==> src/rtl/fp_converter_pipe.sv <==
// fp_converter_pipe: 3-stage pipelined two's-complement to small float converter.
//   S1: sign + magnitude, S2: leading-zero count + field extract + round bit,
//   S3: half-up rounding, exponent carry, saturation, pack.
// Output value = (-1)^S * F * 2^E. Valid/ready handshakes on both sides.
// Optional macro FP_CONVERTER_STATS_EN adds conv_count / sat_count outputs.
module fp_converter_pipe #(
  parameter int DATA_W = 12,
  parameter int EXP_W  = 3,
  parameter int MANT_W = 4
) (
  input  logic              clk,
  input  logic              rst_n,
  input  logic              in_valid,
  output logic              in_ready,
  input  logic [DATA_W-1:0] D,
  output logic              out_valid,
  input  logic              out_ready,
  output logic              S,
  output logic [EXP_W-1:0]  E,
  output logic [MANT_W-1:0] F
`ifdef FP_CONVERTER_STATS_EN
  ,
  output logic [15:0]       conv_count,
  output logic [15:0]       sat_count
`endif
);

  localparam int K    = DATA_W - MANT_W;
  localparam int LZ_W = $clog2(DATA_W + 1);

  logic              v1_q, v1_d, v2_q, v2_d, v3_q, v3_d;
  logic              adv1, adv2, adv3;
  logic              s1_q, s1_d, s2_q, s2_d, s3_q, s3_d;
  logic [DATA_W-1:0] mag1_q, mag1_d;
  logic [EXP_W-1:0]  e2_q, e2_d, e3_q, e3_d;
  logic [MANT_W-1:0] f2_q, f2_d, f3_q, f3_d;
  logic              rb2_q, rb2_d;

  logic [DATA_W-1:0] neg, mag;
  logic [LZ_W-1:0]   lz;
  logic [DATA_W-1:0] shifted;
  logic [MANT_W:0]   f_sum;
  logic [EXP_W:0]    e_sum;
  logic              sat;
  logic [EXP_W-1:0]  e_res;
  logic [MANT_W-1:0] f_res;

  // Pipeline handshake: a stage moves only when the slot after it is free or draining now.
  always_comb begin
    adv3     = v2_q && (!v3_q || out_ready);
    adv2     = v1_q && (!v2_q || adv3);
    in_ready = !v1_q || adv2;
    adv1     = in_valid && in_ready;
    v1_d     = adv1 || (v1_q && !adv2);
    v2_d     = adv2 || (v2_q && !adv3);
    v3_d     = adv3 || (v3_q && !out_ready);
  end

  // S1: sign and magnitude; the most-negative input clamps to the largest positive magnitude.
  always_comb begin
    neg = -D;
    mag = D;
    if (D[DATA_W-1]) mag = neg[DATA_W-1] ? {1'b0, {(DATA_W-1){1'b1}}} : neg;
    s1_d   = adv1 ? D[DATA_W-1] : s1_q;
    mag1_d = adv1 ? mag : mag1_q;
  end

  // S2: leading-zero count over the full DATA_W magnitude, then field and round-bit extract.
  always_comb begin
    lz = LZ_W'(DATA_W);
    for (int i = 0; i < DATA_W; i++) begin
      if (mag1_q[i]) lz = LZ_W'(DATA_W - 1 - i);
    end
    shifted = '0;
    s2_d    = s2_q;
    e2_d    = e2_q;
    f2_d    = f2_q;
    rb2_d   = rb2_q;
    if (adv2) begin
      s2_d = s1_q;
      if (int'(lz) >= K) begin
        // Small magnitudes fit the significand directly; exponent stays 0 and nothing rounds.
        e2_d  = '0;
        f2_d  = mag1_q[MANT_W-1:0];
        rb2_d = 1'b0;
      end else begin
        // Exponent equals the right shift that puts the leading one at the significand MSB.
        e2_d    = EXP_W'(K - int'(lz));
        shifted = mag1_q >> (K - int'(lz) - 1);
        f2_d    = shifted[MANT_W:1];
        rb2_d   = shifted[0];
      end
    end
  end

  // S3: half-up rounding; a significand carry renormalises and may push E past its range.
  always_comb begin
    f_sum = {1'b0, f2_q} + {{MANT_W{1'b0}}, rb2_q};
    e_sum = {1'b0, e2_q} + {{EXP_W{1'b0}}, f_sum[MANT_W]};
    sat   = e_sum[EXP_W];
    if (sat) begin
      e_res = '1;
      f_res = '1;
    end else begin
      e_res = e_sum[EXP_W-1:0];
      f_res = f_sum[MANT_W] ? (MANT_W'(1) << (MANT_W - 1)) : f_sum[MANT_W-1:0];
    end
    s3_d = adv3 ? s2_q  : s3_q;
    e3_d = adv3 ? e_res : e3_q;
    f3_d = adv3 ? f_res : f3_q;
  end

  // Pipeline registers; reset drops every in-flight sample and zeroes the outputs.
  always_ff @(posedge clk or negedge rst_n) begin
    if (!rst_n) begin
      v1_q   <= 1'b0;
      v2_q   <= 1'b0;
      v3_q   <= 1'b0;
      s1_q   <= 1'b0;
      mag1_q <= '0;
      s2_q   <= 1'b0;
      e2_q   <= '0;
      f2_q   <= '0;
      rb2_q  <= 1'b0;
      s3_q   <= 1'b0;
      e3_q   <= '0;
      f3_q   <= '0;
    end else begin
      v1_q   <= v1_d;
      v2_q   <= v2_d;
      v3_q   <= v3_d;
      s1_q   <= s1_d;
      mag1_q <= mag1_d;
      s2_q   <= s2_d;
      e2_q   <= e2_d;
      f2_q   <= f2_d;
      rb2_q  <= rb2_d;
      s3_q   <= s3_d;
      e3_q   <= e3_d;
      f3_q   <= f3_d;
    end
  end

  assign out_valid = v3_q;
  assign S         = s3_q;
  assign E         = e3_q;
  assign F         = f3_q;

`ifdef FP_CONVERTER_STATS_EN
  logic        sat3_q, sat3_d;
  logic [15:0] conv_q, conv_d, satc_q, satc_d;

  // Statistics: count output handshakes, and those carrying a saturated result.
  always_comb begin
    sat3_d = adv3 ? sat : sat3_q;
    conv_d = conv_q;
    satc_d = satc_q;
    if (v3_q && out_ready) begin
      conv_d = conv_q + 16'd1;
      if (sat3_q) satc_d = satc_q + 16'd1;
    end
  end

  // Statistics registers.
  always_ff @(posedge clk or negedge rst_n) begin
    if (!rst_n) begin
      sat3_q <= 1'b0;
      conv_q <= '0;
      satc_q <= '0;
    end else begin
      sat3_q <= sat3_d;
      conv_q <= conv_d;
      satc_q <= satc_d;
    end
  end

  assign conv_count = conv_q;
  assign sat_count  = satc_q;
`endif

endmodule

==> config.mk <==
export PLATFORM = sky130hd
export DESIGN_NAME = fp_converter_pipe
export DESIGN_NICKNAME = d
export VERILOG_FILES = /design/src/rtl/fp_converter_pipe.sv
export SDC_FILE = /design/constraint.sdc
export NUM_CORES = 1
export LEC_CHECK = 0
export ABC_AREA = 1
export BUFFER_PORTS_ARGS = -buffer_cell sky130_fd_sc_hd__buf_4
export CORE_UTILIZATION = 32
export CTS_CLUSTER_SIZE = 12
export DETAILED_ROUTE_END_ITERATION = 16
export RECOVER_POWER = 50
export SLEW_MARGIN = 20
export SYNTH_ARGS = -nofsm -noshare
export SYNTH_HDL_FRONTEND = slang
export SYNTH_SLANG_ARGS = --single-unit
==> constraint.sdc <==
create_clock -name clk -period 4.7 [get_ports clk]
set_input_delay 0.235 -clock clk [delete_from_list [all_inputs] [get_ports clk]]
set_output_delay 0.235 -clock clk [all_outputs]
set_load 0.005 [all_outputs]
After elaboration in Yosys (flattened, before gate mapping)
Cells that the tools add are included.
- memories kept: 0
- output and inout bits: 10
- bits in registers: 33
- bits in read-only memories: 0
- bits in latches: 0
- RAM bits: 0
- multipliers: 0
- order comparisons: 1
- mux-type cells: 20
- $add $sub $neg: 5
- bitwise gates (word level): 0
- equality and inequality tests: 0
- reductions and logical operators: 18
- shift-type cells: 1
- div/mod/pow operators: 0
- operator list (operator ; number):
    $mux 4 ; 14
    $shr 12x32->5 ; 1
    $mux 11 ; 2
    $neg 12->12 ; 1
    $mux 3 ; 3
    $logic_and 1x1->1 ; 6
    $logic_not 1->1 ; 6
    $logic_or 1x1->1 ; 6
    $sub 5x2->6 const B ; 1
    $add 4x1->5 ; 1
    $sub 4x4->5 const A ; 1
    $add 3x1->4 ; 1
    $ge 4x4->1 const B ; 1
    $mux 1 ; 1

Longest topological paths before layout
Gate-level depths: netlist of run 1.
- depth in word-level cells: 16
- gate-level depth with buffers: 25
- depth with buffers taken out: 24

Worst setup path before layout of run 1
No wires, ideal clock.
- kind: flip-flop to flip-flop
- start: reg mag1_q[1]
- end: reg rb2_q
- path slack: 2481 ps
- library setup time: 116 ps
- stages on the path, launching flop included: 23
- arrival: 2102 ps
- clock period less this slack: 2219 ps
- data required time: 4584 ps
- cell sequence: dfrtp_1 inv_2 nand2_1 nand2_1 nand2_1 nand2_1 nand2_1 nand2_1 nand2_2 nand2_4 nand2_4 buf_6 ha_1 nor2_2 o211ai_4 nand2_4 inv_2 nand3_1 nand2_1 inv_1 nand2_1 nand2_1 nand2_1
- cells in the longest elaborated chain, start to end: 15
- elaborated cells between the ends (all ways): 16
- ends and longest elaborated chain (item ; line ; text):
    from (decl) ; 34 ; logic [DATA_W-1:0] mag1_q, mag1_d;
    from (signal assigned) ; 133 ; mag1_q <= mag1_d;
    $mux 4 (11 in series) ; 72 ; if (mag1_q[i]) lz = LZ_W'(DATA_W - 1 - i);
    $sub 4x4->5 ; 89 ; shifted = mag1_q >> (K - int'(lz) - 1);
    $sub 5x2->6 ; 89 ;
    $shr 12x32->5 ; 89 ;
    $mux 1 (*) ; 81 ; if (int'(lz) >= K) begin
    to (signal assigned) ; 137 ; rb2_q <= rb2_d;
    to (decl) ; 37 ; logic rb2_q, rb2_d;
Mark *: on every way between the ends. The rest lies on a longest branch, timed or not.
A chain may end at the register's enable or synchronous reset.

Worst setup path in the final report of run 1
- start: reg mag1_q[1]
- end: reg f2_q[1]
- cells in the longest elaborated chain, start to end: 15
- elaborated cells between the ends (all ways): 16
- ends and longest elaborated chain (item ; line ; text):
    $mux 4 (11 in series) ; 72 ;
    $sub 4x4->5 ; 89 ;
    $sub 5x2->6 ; 89 ;
    $shr 12x32->5 ; 89 ;
    $mux 4 (*) ; 81 ;
    to (signal assigned) ; 123 ; f2_q <= '0;
    to (signal assigned) ; 136 ; f2_q <= f2_d;
    to (decl) ; 36 ; logic [MANT_W-1:0] f2_q, f2_d, f3_q, f3_d;
Marked as above.

==> results.txt, run 1 <==
----------------------------------------------------
[Min path]
  Sink of the worst hold path ... v1_q$_DFF_PN0_
  Source of the worst hold timing path ... in_valid
  Worst hold path depth ... 3
  Path type of the worst min-delay path ... in -> reg

[Synthesis]
  Number of enable-type register cells in the synthesized netlist ... 0
  Average cell area after synthesis ... 7.41 µm²
  Area share of the largest cell type after synthesis ... 0.360
  Sequential area share after synthesis ... 0.360
  Async S/R FF share, synth ... 1.00
  Number of synthesis warnings ... 0
  Ranking of synthesized cells by area ... sky130_fd_sc_hd__dfrtp_1, sky130_fd_sc_hd__nand2_1, sky130_fd_sc_hd__inv_1
  Synthesis-stage register bit count ... 32
  Cell type with the largest total area after synthesis ... sky130_fd_sc_hd__dfrtp_1
  Distinct cells, synth ... 37
  Synthesized netlist cell count ... 300
  Mapped Area ... 2220 µm²
  Primary flip-flop cell chosen by synthesis mapping ... sky130_fd_sc_hd__dfrtp_1
  Number of nets produced by synthesis ... ~320

[Global route]
  Largest net degree at the start of global routing ... 33
  Number of global-route vias before repair ... ~1700
  Antenna violations before repair ... 0
  Global router's overall resource usage ... 0.135
  Gr ovfl total ... 0
  Wire length of the first global-routing pass ... 7820 µm

[Pwr]
  Overall power after layout ... 1.03 mW
  Total leakage power ... 1.34 nW
  Areal power density over the cells ... 400 nW/µm²
  Maximum vdd drop ... 0.121 mV

[Final layout]
  Share of layout cells above drive strength 1 ... 0.199
  Area growth from synthesis to final layout ... 16.3%
  Total of fill cells in the finished design ... ~730
  Number of antenna cells inserted ... 0
  Final nets ... 352
  Post-Layout Inst Area ... between 2000 and 3000 µm²

[Detailed routing]
  DR WL/cell ... 11.5 µm
  Total Routed Length ... 4720 µm
  Via total after detailed routing ... roughly 2000
  Number of routed nets with antenna violations ... 0
  Post-route DRC violation count ... 0
  First-iteration detailed-routing DRC count ... around 100
  Vias/cell ... 4.77
  Detailed-router iteration count before antenna repair ... 4

[STA]
  Upper clock frequency limit ... 409 MHz
  Slew @ Worst Pin ... 1680 ps
  Maximum clock skew at final layout ... 9.88 ps
  Tmin final ... 2440 ps
  Max-slew violation count ... 33
  Worst slew slack as a fraction of its limit ... -0.118
  Fin Setup TNS ... 0 ps
  Period utilisation layout ... 0.520
  Setup violations, final ... 0
  Unrepaired setup endpoints after global routing ... no
  Number of hold-slack violations in the final timing report ... 0

[CTS]
  Number of buffers inserted by post-CTS setup repair ... 0
  Clk buf depth ... 2
  Total number of H-tree levels ... 2
  Clock Latency Late Sink ... 290 ps
  Clock root buffer master ... sky130_fd_sc_hd__clkbuf_8
  Clk slew on worst S/H paths ... 70 ps
  # clock sinks ... 32
  Number of instances resized during post-cts repair ... 0
  Clock tree from TritonCTS ... built
  Num CTS Buffers ... 5

[Critical path]
  Worst reg2reg path depth ... 22
  Nature of the critical path startpoint ... flip-flop
  Max FO, Critical Path ... 12
  Cell type with the highest occurrence count on the critical path ... sky130_fd_sc_hd__nand2_1
  Worst path slowest cell ... sky130_fd_sc_hd__dfrtp_1
  Max incr delay on CP ... just over 400 ps
  Reg-to-reg slack, setup ... 2260 ps
  Worst endpoint required time ... 4910 ps
  Crit path capture type ... flip-flop
  Data arrival time of the critical path ... 2650 ps
  Reg-to-Reg End ... f2_q[1]$_DFFE_PN0P_
  Critical R2R Launch ... mag1_q[1]$_DFFE_PN0P_
  Critical path class ... reg -> reg
  Cell Chain, Critical Path ... inv_2, nand2_1, nand2_1, nand2_1, nand2_1, nand2_1, nand2_1, nand2_2, nand2_4, nand2_4, ha_1, inv_1, nand2_1, nand2_2, nor2_2, o211ai_4, nand2_4, inv_2, nand2_1, nand2_1, nand3_1, a21oi_2

[Run status]
  Violated checks ... capacitance limit, slew limit
  Status ... finished, violations left

[Flow run]
  Number of max-cap violations ... 1

[Floorplan]
  Die Ht ... between 80 and 90 µm
  Count of boundary I/O pins ... 26
  Starting density of the core ... 0.329
  Die Width ... 85.3 µm
  Die area ... 7280 µm²
  Area of the placeable core ... 6760 µm²
  Site row count ... 30

[Placement]
  Routability-driven placement congestion ratio ... roughly 0.86
  Half-perimeter wire length of the detailed placement result ... approximately 3700 µm
  Port Buf Inserts ... 25
  Instance area after placement ... 2490 µm²

----------------------------------------------------
-- worst max-delay path by stage --
stage / start / end / slack [ps] / cells after the start
2_1_floorplan: mag1_q[1]$_DFFE_PN0P_ / rb2_q$_DFFE_PN0P_ / 2480 / 22
3_3_place_gp: mag1_q[10]$_DFFE_PN0P_ / f2_q[1]$_DFFE_PN0P_ / 2340 / 15
3_5_place_dp: mag1_q[10]$_DFFE_PN0P_ / f2_q[1]$_DFFE_PN0P_ / 2270 / 15
4_1_cts: mag1_q[10]$_DFFE_PN0P_ / f2_q[1]$_DFFE_PN0P_ / 2250 / 15
5_1_grt: mag1_q[10]$_DFFE_PN0P_ / rb2_q$_DFFE_PN0P_ / 1950 / 17
6_report: mag1_q[1]$_DFFE_PN0P_ / f2_q[1]$_DFFE_PN0P_ / 2260 / 22
-- cell usage after synthesis, types with 3 or more instances --
cell type,count
sky130_fd_sc_hd__nand3_1,27
sky130_fd_sc_hd__nor2_1,14
sky130_fd_sc_hd__nand2_2,7
sky130_fd_sc_hd__a21oi_2,3
sky130_fd_sc_hd__o21ai_0,8
sky130_fd_sc_hd__nand2_1,80
sky130_fd_sc_hd__nor2_2,4
sky130_fd_sc_hd__dfrtp_1,32
sky130_fd_sc_hd__inv_1,41
sky130_fd_sc_hd__xnor2_1,4
sky130_fd_sc_hd__inv_2,6
sky130_fd_sc_hd__a22oi_1,6
sky130_fd_sc_hd__nand4_1,6
sky130_fd_sc_hd__a31oi_1,3
sky130_fd_sc_hd__ha_1,6
sky130_fd_sc_hd__xor2_1,7
sky130_fd_sc_hd__a21oi_1,20
sky130_fd_sc_hd__nand2_4,3
-- critical path: cells and delay by family, from the launching register on --
kind,cells,cell delay (ps)
and+or+nand+nor,16,1120
DFF,1,410
buffers and inverters,3,310
AOI/OAI and AO/OA,2,280
adders and majority gates,1,240
-- flip-flops by register name (all words and copies together) (netlist names) --
register and count:
e2_q 3, F 4, S 1, out_valid 1
E 3, f2_q 4, s2_q 1, mag1_q 11
v1_q 1, s1_q 1, rb2_q 1, v2_q 1
-- per-stage QoR --
stage	hold WS, ps	instances	utilization	setup WS [ps]
2_1_floorplan	-60.6	300	-	2480
3_5_place_dp	196	402	0.369	2270
6_report	148	411	0.382	2260
5_1_grt	152	411	0.382	1950
4_1_cts	144	411	0.383	2250
3_3_place_gp	196	402	0.369	2340
-- metal layers --
layer,vias to the layer above,routed length [µm],part of all wire,GRT usage
met2,31,2240,0.47,0.236
met1,886,2290,0.49,0.169
met5,-,0,0,0
met4,0,39,0.0083,0.0273
met3,6,155,0.033,0.0321
li1,1039,-,-,-
-- area by class of cell --
cell class / count / area [µm²] / share of cell area
flip-flops and latches: 32 / 801 / 0.310
clock buffers: 5 / 68.8 / 0.0266
repair buffers: 26 / 194 / 0.0751
inverters: 47 / 176 / 0.0683
well taps: 80 / 100 / 0.0387
multi-input cells: 218 / 1220 / 0.474
clock inverters: 3 / 18.8 / 0.00726
-- cell usage in the layout (no fill, tap or decap), drive strengths merged, types with 3 or more instances in the layout --
master / n
a31oi: 3
clkbuf: 10
xor2: 7
clkinv: 3
xnor2: 5
buf: 20
inv: 47
o21ai: 10
nand2: 90
ha: 6
nand3: 29
dfrtp: 32
nor2: 20
nand4: 6
a21oi: 25
a22oi: 6
-- repair_timing --
action	CTS	global route
hold buffers	1	0
setup endpoints to repair	0	0
endpoints found under the hold margin	32	0
-- where the power goes --
| group | total [mW] | internal [mW] | switching (mW) |
|---|---|---|---|
| logic | 0.414 | 0.178 | 0.237 |
| registers | 0.412 | 0.351 | 0.0609 |
| clock network | 0.209 | 0.103 | 0.106 |
-- cell families after synthesis --
logic type	after synthesis	synth area share
simple gates	151	0.320
buf+inv	50	0.0884
compound gates	49	0.147
flops	32	0.360
xor+xnor	12	0.0507
fa+ha+maj	6	0.0338
(Power assumes the default switching activity.)
==> run 2, diff against run 1 <==
==> constraint.sdc (replaced) <==
create_clock -name clk -period 2.46 [get_ports clk]
set_input_delay 0.123 -clock clk [delete_from_list [all_inputs] [get_ports clk]]
set_output_delay 0.123 -clock clk [all_outputs]
set_load 0.005 [all_outputs]
==> run 2 against run 1 <==
The flow still finishes with violations (capacitance limit, slew limit). Worst setup slack worse by 2000 ps. Clock skew about the same. Final cell count up 1.2%. Design area up 2.8%. Via count up 1.4%. Count of clock-buffer cells in the layout unchanged. Maximum frequency up 10%. Critical path type unchanged. Largest power group unchanged. Highest routed layer unchanged.
==> results.txt, run 2 (synthesis gave the netlist of run 1 again) <==
----------------------------------------------------
[Run status]
  Status ... finished, violations left
  Violated checks ... capacitance limit, slew limit

[Detailed routing]
  DR WL/cell ... 11.6 µm (+1.4%)
  Post-route DRC violation count ... 0 (unchanged)
  First-iteration detailed-routing DRC count ... 128 (+24%)
  Number of routed nets with antenna violations ... 0 (unchanged)
  Total Routed Length ... 4850 µm (+2.6%)
  Detailed-router iteration count before antenna repair ... 5 (+1)
  Vias/cell ... 4.78 (+0.21%)
  Via total after detailed routing ... 1990 (+1.4%)

[Pwr]
  Net switching fraction of the power ... 0.372 (-0.0176)
  Areal power density over the cells ... 796 nW/µm² (+99%)
  Proportion of power drawn by flip-flops and latches ... 0.372 (-0.026)
  Overall power after layout ... 2.11 mW (+100%)
  Net Switching ... 0.786 mW (+95%)
  Combinational share of power ... 0.386 (-0.014)
  Clock network fraction of design power ... 0.241 (+0.039)
  Total leakage power ... 1.37 nW (+2.2%)
  Power Internal ... 1.33 mW (+110%)
  Maximum vdd drop ... 0.250 mV (+110%)

[Min path]
  Worst hold path depth ... 3 (unchanged)
  Path type of the worst min-delay path ... in -> reg
  Sink of the worst hold path ... v1_q$_DFF_PN0_
  Source of the worst hold timing path ... in_valid

[Critical path]
  Nature of the critical path startpoint ... flip-flop
  Crit path capture type ... flip-flop
  Data arrival time of the critical path ... 2430 ps (-220 ps)
  Reg-to-reg slack, setup ... 240 ps (-2020 ps)
  Reg-to-Reg End ... f2_q[1]$_DFFE_PN0P_
  Max FO, Critical Path ... 8 (-4)
  Worst endpoint required time ... 2670 ps (-2240 ps)
  Worst reg2reg path depth ... 22 (unchanged)
  Critical R2R Launch ... mag1_q[1]$_DFFE_PN0P_
  Critical path class ... reg -> reg

[CTS]
  Clock tree from TritonCTS ... built
  Clock Latency Late Sink ... 290 ps (about the same)
  # clock sinks ... 32 (unchanged)
  Clk slew on worst S/H paths ... 70 ps (about the same)
  Clock root buffer master ... sky130_fd_sc_hd__clkbuf_8
  Total number of H-tree levels ... 2 (unchanged)
  Clk buf depth ... 2 (unchanged)
  Num CTS Buffers ... 5 (unchanged)

[Floorplan]
  Starting density of the core ... 0.329 (unchanged)
  Area of the placeable core ... 6760 µm² (unchanged)
  Die area ... 7280 µm² (unchanged)
  Die Width ... 85.3 µm (unchanged)
  Count of boundary I/O pins ... 26 (unchanged)
  Site row count ... 30 (unchanged)
  Die Ht ... 85.3 µm (unchanged)

[Placement]
  Routability-driven placement congestion ratio ... 0.835 (-2.4%)
  Port Buf Inserts ... 25 (unchanged)
  Half-perimeter wire length of the detailed placement result ... 3710 µm (+1.0%)

[STA]
  Period utilisation layout ... 0.903 (+0.383)
  Worst slew slack as a fraction of its limit ... -0.146 (-0.0277)
  Post-Route Hold Slack ... 27.2 ps (-121 ps)
  Unrepaired setup endpoints after global routing ... no
  Maximum clock skew at final layout ... 9.88 ps (-0.00141 ps)
  Max-slew violation count ... 33 (unchanged)
  Upper clock frequency limit ... 450 MHz (+10%)
  Fin Setup TNS ... 0 ps (unchanged)
  Setup violations, final ... 0 (unchanged)
  Slew @ Worst Pin ... 1720 ps (+41.5 ps)
  Tmin final ... 2220 ps (-224 ps)
  Number of hold-slack violations in the final timing report ... 0 (unchanged)

[Final layout]
  Total of fill cells in the finished design ... 714 (-1.7%)
  Area growth from synthesis to final layout ... 19.5%
  Share of layout cells above drive strength 1 ... 0.214 (+0.0149)
  Final nets ... 357 (+1.4%)
  Register containing the most flip-flops in the final layout ... mag1_q
  Number of antenna cells inserted ... 0 (unchanged)
  Most used cells in the layout excluding fill and tap cells ... sky130_fd_sc_hd__nand2_1, sky130_fd_sc_hd__inv_1, sky130_fd_sc_hd__dfrtp_1
  Area of the multi-input gates ... 1230 µm² (+0.82%)
  Flip-flop count of the largest register after layout ... 11 (unchanged)
  Most common library cell in the layout ignoring fill and taps ... sky130_fd_sc_hd__nand2_1
  Register Area ... 801 µm² (unchanged)

[Global route]
  Number of global-route vias before repair ... 1892 (+9.6%)
  Largest net degree at the start of global routing ... 33 (unchanged)
  Global router's overall resource usage ... 0.143 (+0.00821)
  Antenna violations before repair ... 0 (unchanged)
  Wire length of the first global-routing pass ... 8470 µm (+8.2%)
  Gr ovfl total ... 0 (unchanged)

[Flow run]
  Number of max-cap violations ... 1 (unchanged)

----------------------------------------------------
[run 2: changes by cell type in the layout (fill, tap and decap cells not counted)]
cell,delta
sky130_fd_sc_hd__buf_4,+5
sky130_fd_sc_hd__bufinv_16,+1
sky130_fd_sc_hd__nor2_4,+2
sky130_fd_sc_hd__clkinv_2,-1
sky130_fd_sc_hd__inv_1,-1
sky130_fd_sc_hd__nor2_2,-2
sky130_fd_sc_hd__clkinvlp_4,+1
sky130_fd_sc_hd__clkinv_4,-1
sky130_fd_sc_hd__inv_2,+1
[run 2: critical path, stage by stage (launching register included)]
cell	delay, ps
sky130_fd_sc_hd__dfrtp_1	410
sky130_fd_sc_hd__inv_2	110
sky130_fd_sc_hd__nand2_1	60
sky130_fd_sc_hd__nand2_1	50
sky130_fd_sc_hd__nand2_1	40
sky130_fd_sc_hd__nand2_1	50
sky130_fd_sc_hd__nand2_1	50
sky130_fd_sc_hd__nand2_1	70
sky130_fd_sc_hd__nand2_2	60
sky130_fd_sc_hd__nand2_4	90
sky130_fd_sc_hd__nand2_4	50
sky130_fd_sc_hd__ha_1	200
sky130_fd_sc_hd__inv_2	80
sky130_fd_sc_hd__nand2_1	60
sky130_fd_sc_hd__nand2_2	90
sky130_fd_sc_hd__nor2_4	50
sky130_fd_sc_hd__o211ai_4	130
sky130_fd_sc_hd__nand2_4	60
sky130_fd_sc_hd__inv_2	90
sky130_fd_sc_hd__nand2_1	50
sky130_fd_sc_hd__nand2_1	50
sky130_fd_sc_hd__nand3_1	110
sky130_fd_sc_hd__a21oi_2	130
[run 2: cell type report]
cell class | count | area share
clock buffers | 5 | 0.0259
clock inverters | 3 | 0.0160
inverters | 47 | 0.0664
multi-input cells | 218 | 0.465
flip-flops and latches | 32 | 0.302
well taps | 80 | 0.0377
repair buffers | 31 | 0.0872
[run 2: through the flow]
stage,utilization,instances,setup WS [ps],cell area [µm²]
after CTS,0.391,415,164,2640
final,0.393,416,240,2660
after global routing,0.393,416,17.8,2660
after detailed placement,0.373,406,173,2520
after floorplan,-,300,241,2220
after global placement,0.373,406,213,2520
[run 2: power by group through the flow]
stage / sequential [mW] / clock (mW) / combinational, mW
global placement: 0.790 / 0 / 0.808
CTS: 0.790 / 0.524 / 0.813
floorplan: 0.775 / 0 / 0.561
detailed placement: 0.798 / 0 / 0.806
global route: 0.809 / 0.552 / 0.930
finish: 0.787 / 0.510 / 0.817
[run 2: timing repair]
item,in CTS,in global routing
hold endpoints to repair,32,0
setup endpoints to repair,0,4
setup buffers,0,1
hold buffers,1,0
gates resized for setup,0,3
[run 2: worst max-delay path by stage]
| stage | cells past startpoint | start | slack, ps | to |
|---|---|---|---|---|
| floorplan | 22 | mag1_q[1]$_DFFE_PN0P_ | 240 | rb2_q$_DFFE_PN0P_ |
| global placement | 22 | mag1_q[1]$_DFFE_PN0P_ | 210 | f2_q[0]$_DFFE_PN0P_ |
| detailed placement | 23 | mag1_q[2]$_DFFE_PN0P_ | 170 | rb2_q$_DFFE_PN0P_ |
| CTS | 21 | mag1_q[1]$_DFFE_PN0P_ | 160 | rb2_q$_DFFE_PN0P_ |
| global route | 20 | mag1_q[2]$_DFFE_PN0P_ | 20 | f2_q[1]$_DFFE_PN0P_ |
| finish | 22 | mag1_q[1]$_DFFE_PN0P_ | 240 | f2_q[1]$_DFFE_PN0P_ |
[run 2: layer usage]
metal	part of all wire	wire length, µm	global-route usage
met4	0.013	65	0.0379
met3	0.033	161	0.0321
met2	0.47	2290	0.241
met5	0	0	0
met1	0.48	2330	0.185
==> run 3, diff against run 2 <==
==> constraint.sdc (replaced) <==
create_clock -name clk -period 1.8 [get_ports clk]
set_input_delay 0.09 -clock clk [delete_from_list [all_inputs] [get_ports clk]]
set_output_delay 0.09 -clock clk [all_outputs]
set_load 0.005 [all_outputs]
==> run 3 against run 2 <==
The flow finishes with violations (setup timing). First-iteration DRC count decreased by 41%. Clock skew decreased by 4.0 ps. Sequential power increased by 35%. Final cell count increased by 12%. Critical path depth unchanged. Sequential share of layout area decreased by 4.4 points. Combinational power increased by 79%. Maximum frequency increased by 5.7%. Via count increased by 9.3%. Critical endpoint unchanged. Largest cell class unchanged. Largest power group unchanged. Highest routed layer unchanged.
==> results.txt, run 3 (synthesis gave the netlist of run 1 again) <==
----------------------------------------------------
[Final layout]
  Area growth from synthesis to final layout ... 40.1%
  Share of layout cells above drive strength 1 ... 0.346 (+0.132)
  Non-filler cells, final ... 464 (+12%)
  Final nets ... 405 (+13%)
  Flip-flop count of the largest register after layout ... 11 (unchanged)
  Register containing the most flip-flops in the final layout ... mag1_q
  Utilization of the core after routing ... 0.461 (+0.0678)
  Number of antenna cells inserted ... 0 (unchanged)
  Total of fill cells in the finished design ... 675 (-5.5%)
  Most common library cell in the layout ignoring fill and taps ... sky130_fd_sc_hd__nand2_1
  Most used cells in the layout excluding fill and tap cells ... sky130_fd_sc_hd__nand2_1, sky130_fd_sc_hd__buf_4, sky130_fd_sc_hd__inv_1

[STA]
  Slew @ Worst Pin ... 773 ps (-946 ps)
  Period utilisation layout ... 1.17 (+0.264)
  Number of hold-slack violations in the final timing report ... 0 (unchanged)
  Post-Route Hold Slack ... 44.9 ps (+17.7 ps)
  Worst slew slack as a fraction of its limit ... 0.485 (+0.630)
  Upper clock frequency limit ... 476 MHz (+5.7%)
  Fin Setup TNS ... -1760 ps (-1760 ps)
  Maximum clock skew at final layout ... 5.91 ps (-3.97 ps)
  Max-slew violation count ... 0 (-100%)
  Unrepaired setup endpoints after global routing ... yes
  Tmin final ... 2100 ps (-120 ps)
  Setup violations, final ... 8 (+8)
  Fin worst setup slack ... -300 ps (-540 ps)

[CTS]
  Clock root buffer master ... sky130_fd_sc_hd__clkbuf_8
  Num CTS Buffers ... 5 (unchanged)
  Clk buf depth ... 2 (unchanged)
  Clock Latency Late Sink ... 290 ps (about the same)
  Total number of H-tree levels ... 2 (unchanged)
  Clock tree from TritonCTS ... built
  # clock sinks ... 32 (unchanged)
  Clk slew on worst S/H paths ... 70 ps (about the same)

[Detailed routing]
  DR WL/cell ... 11.1 µm (-4.7%)
  Via total after detailed routing ... 2175 (+9.3%)
  Vias/cell ... 4.69 (-2.0%)
  Number of routed nets with antenna violations ... 0 (unchanged)
  Detailed-router iteration count before antenna repair ... 4 (-1)
  Post-route DRC violation count ... 0 (unchanged)
  Total Routed Length ... 5150 µm (+6.3%)
  First-iteration detailed-routing DRC count ... 76 (-41%)

[Critical path]
  Crit path buffers/inverters ... 3 (unchanged)
  Max incr delay on CP ... 390 ps (-20 ps)
  Reg-to-Reg End ... f2_q[1]$_DFFE_PN0P_
  Worst endpoint required time ... 2020 ps (-650 ps)
  Family of cells with the greatest summed delay on the critical path ... simple AND/OR/NAND/NOR gates
  Worst path slowest cell ... sky130_fd_sc_hd__dfrtp_1
  Nature of the critical path startpoint ... flip-flop
  Worst reg2reg path depth ... 22 (unchanged)
  Crit path capture type ... flip-flop
  Data arrival time of the critical path ... 2320 ps (-110 ps)
  Reg-to-reg slack, setup ... -300 ps (-540 ps)
  Critical R2R Launch ... mag1_q[1]$_DFFE_PN0P_
  Critical path class ... reg -> reg
  Max FO, Critical Path ... 8 (unchanged)
  Cell type with the highest occurrence count on the critical path ... sky130_fd_sc_hd__nand2_1
  Critical Path Source ... mag1_q[1]$_DFFE_PN0P_
  Cell Chain, Critical Path ... inv_2, nand2_2, nand2_1, nand2_1, nand2_1, nand2_1, nand2_1, nand2_2, nand2_4, nand2_4, ha_4, inv_4, nand2_2, nand2_2, nor2_4, o211ai_4, nand2_4, inv_4, nand2_1, nand2_1, nand3_2, a21oi_2

[Min path]
  Path type of the worst min-delay path ... in -> reg
  Source of the worst hold timing path ... D[0]
  Sink of the worst hold path ... mag1_q[0]$_DFFE_PN0P_
  Worst hold path depth ... 3 (unchanged)

[Global route]
  Antenna violations before repair ... 0 (unchanged)
  Wire length of the first global-routing pass ... 9060 µm (+7.0%)
  Number of global-route vias before repair ... 2134 (+13%)
  Global router's overall resource usage ... 0.155 (+0.0118)
  Gr ovfl total ... 0 (unchanged)
  Largest net degree at the start of global routing ... 33 (unchanged)

[Floorplan]
  Die Width ... 85.3 µm (unchanged)
  Die area ... 7280 µm² (unchanged)
  Site row count ... 30 (unchanged)
  Count of boundary I/O pins ... 26 (unchanged)
  Starting density of the core ... 0.329 (unchanged)
  Area of the placeable core ... 6760 µm² (unchanged)
  Die Ht ... 85.3 µm (unchanged)

[Flow run]
  Number of max-cap violations ... 0 (-1)

[Run status]
  Violated checks ... setup timing
  Status ... finished, violations left

[Placement]
  Port Buf Inserts ... 25 (unchanged)
  Number of cells in the design after placement ... 444 (+9.4%)
  Half-perimeter wire length of the detailed placement result ... 4030 µm (+8.8%)
  Routability-driven placement congestion ratio ... 0.874 (+4.6%)

[Pwr]
  Areal power density over the cells ... 990 nW/µm² (+24%)
  Maximum vdd drop ... 0.300 mV (+20%)
  Total leakage power ... 1.62 nW (+18%)

----------------------------------------------------
run 3: where the power goes:
part           switching, mW  total (mW)  internal, mW
combinational          0.728        1.46         0.734
sequential             0.142        1.06         0.916
clock                  0.294       0.563         0.269
run 3: cell type report:
| type | count | area, µm² | share of cell area |
|---|---|---|---|
| Inverter | 47 | 181 | 0.0583 |
| Clock buffer | 5 | 68.8 | 0.0221 |
| Clock inverter | 3 | 18.8 | 0.00603 |
| Timing Repair Buffer | 79 | 612 | 0.197 |
| Sequential cell | 32 | 801 | 0.257 |
| Multi-Input combinational cell | 218 | 1330 | 0.428 |
| Tap cell | 80 | 100 | 0.0322 |
run 3: timing repair:
action	4_1_cts	5_1_grt
resized for setup	5	17
hold buffers	2	0
pin swaps	8	4
endpoints found under the setup margin	8	15
setup buffers	3	7
hold endpoints to repair	33	0
run 3: worst max-delay path by stage:
stage | end | cells past startpoint
floorplan | rb2_q$_DFFE_PN0P_ | 24
global placement | rb2_q$_DFFE_PN0P_ | 23
detailed placement | f2_q[1]$_DFFE_PN0P_ | 22
CTS | rb2_q$_DFFE_PN0P_ | 23
global route | f2_q[1]$_DFFE_PN0P_ | 22
finish | f2_q[1]$_DFFE_PN0P_ | 22
run 3: per-stage QoR:
| step | total power, mW | instance area (µm²) | setup slack (ps) |
|---|---|---|---|
| 5_1_grt | 3.35 | 3110 | -494 |
| 6_report | 3.08 | 3110 | -300 |
| 3_3_place_gp | 2.38 | 2830 | -247 |
| 4_1_cts | 3.00 | 2980 | -247 |
| 2_1_floorplan | 1.86 | 2250 | -342 |
| 3_5_place_dp | 2.39 | 2830 | -299 |
run 3: worst register-to-register path, cell delays in order, from the launching register on:
cell                       delay, ps
sky130_fd_sc_hd__dfrtp_1         390
sky130_fd_sc_hd__inv_2            80
sky130_fd_sc_hd__nand2_2          40
sky130_fd_sc_hd__nand2_1          50
sky130_fd_sc_hd__nand2_1          50
sky130_fd_sc_hd__nand2_1          50
sky130_fd_sc_hd__nand2_1          50
sky130_fd_sc_hd__nand2_1          70
sky130_fd_sc_hd__nand2_2          60
sky130_fd_sc_hd__nand2_4          70
sky130_fd_sc_hd__nand2_4          50
sky130_fd_sc_hd__ha_4            170
sky130_fd_sc_hd__inv_4            70
sky130_fd_sc_hd__nand2_2          50
sky130_fd_sc_hd__nand2_2          90
sky130_fd_sc_hd__nor2_4           50
sky130_fd_sc_hd__o211ai_4        140
sky130_fd_sc_hd__nand2_4          90
sky130_fd_sc_hd__inv_4            90
sky130_fd_sc_hd__nand2_1          60
sky130_fd_sc_hd__nand2_1          70
sky130_fd_sc_hd__nand3_2          90
sky130_fd_sc_hd__a21oi_2         120
run 3: layer usage:
metal	wire (µm)	track usage	up-vias
met5	0	0	-
met4	132	0.0591	0
met3	201	0.0350	12
met2	2600	0.273	53
met1	2220	0.182	966
li1	-	-	1144
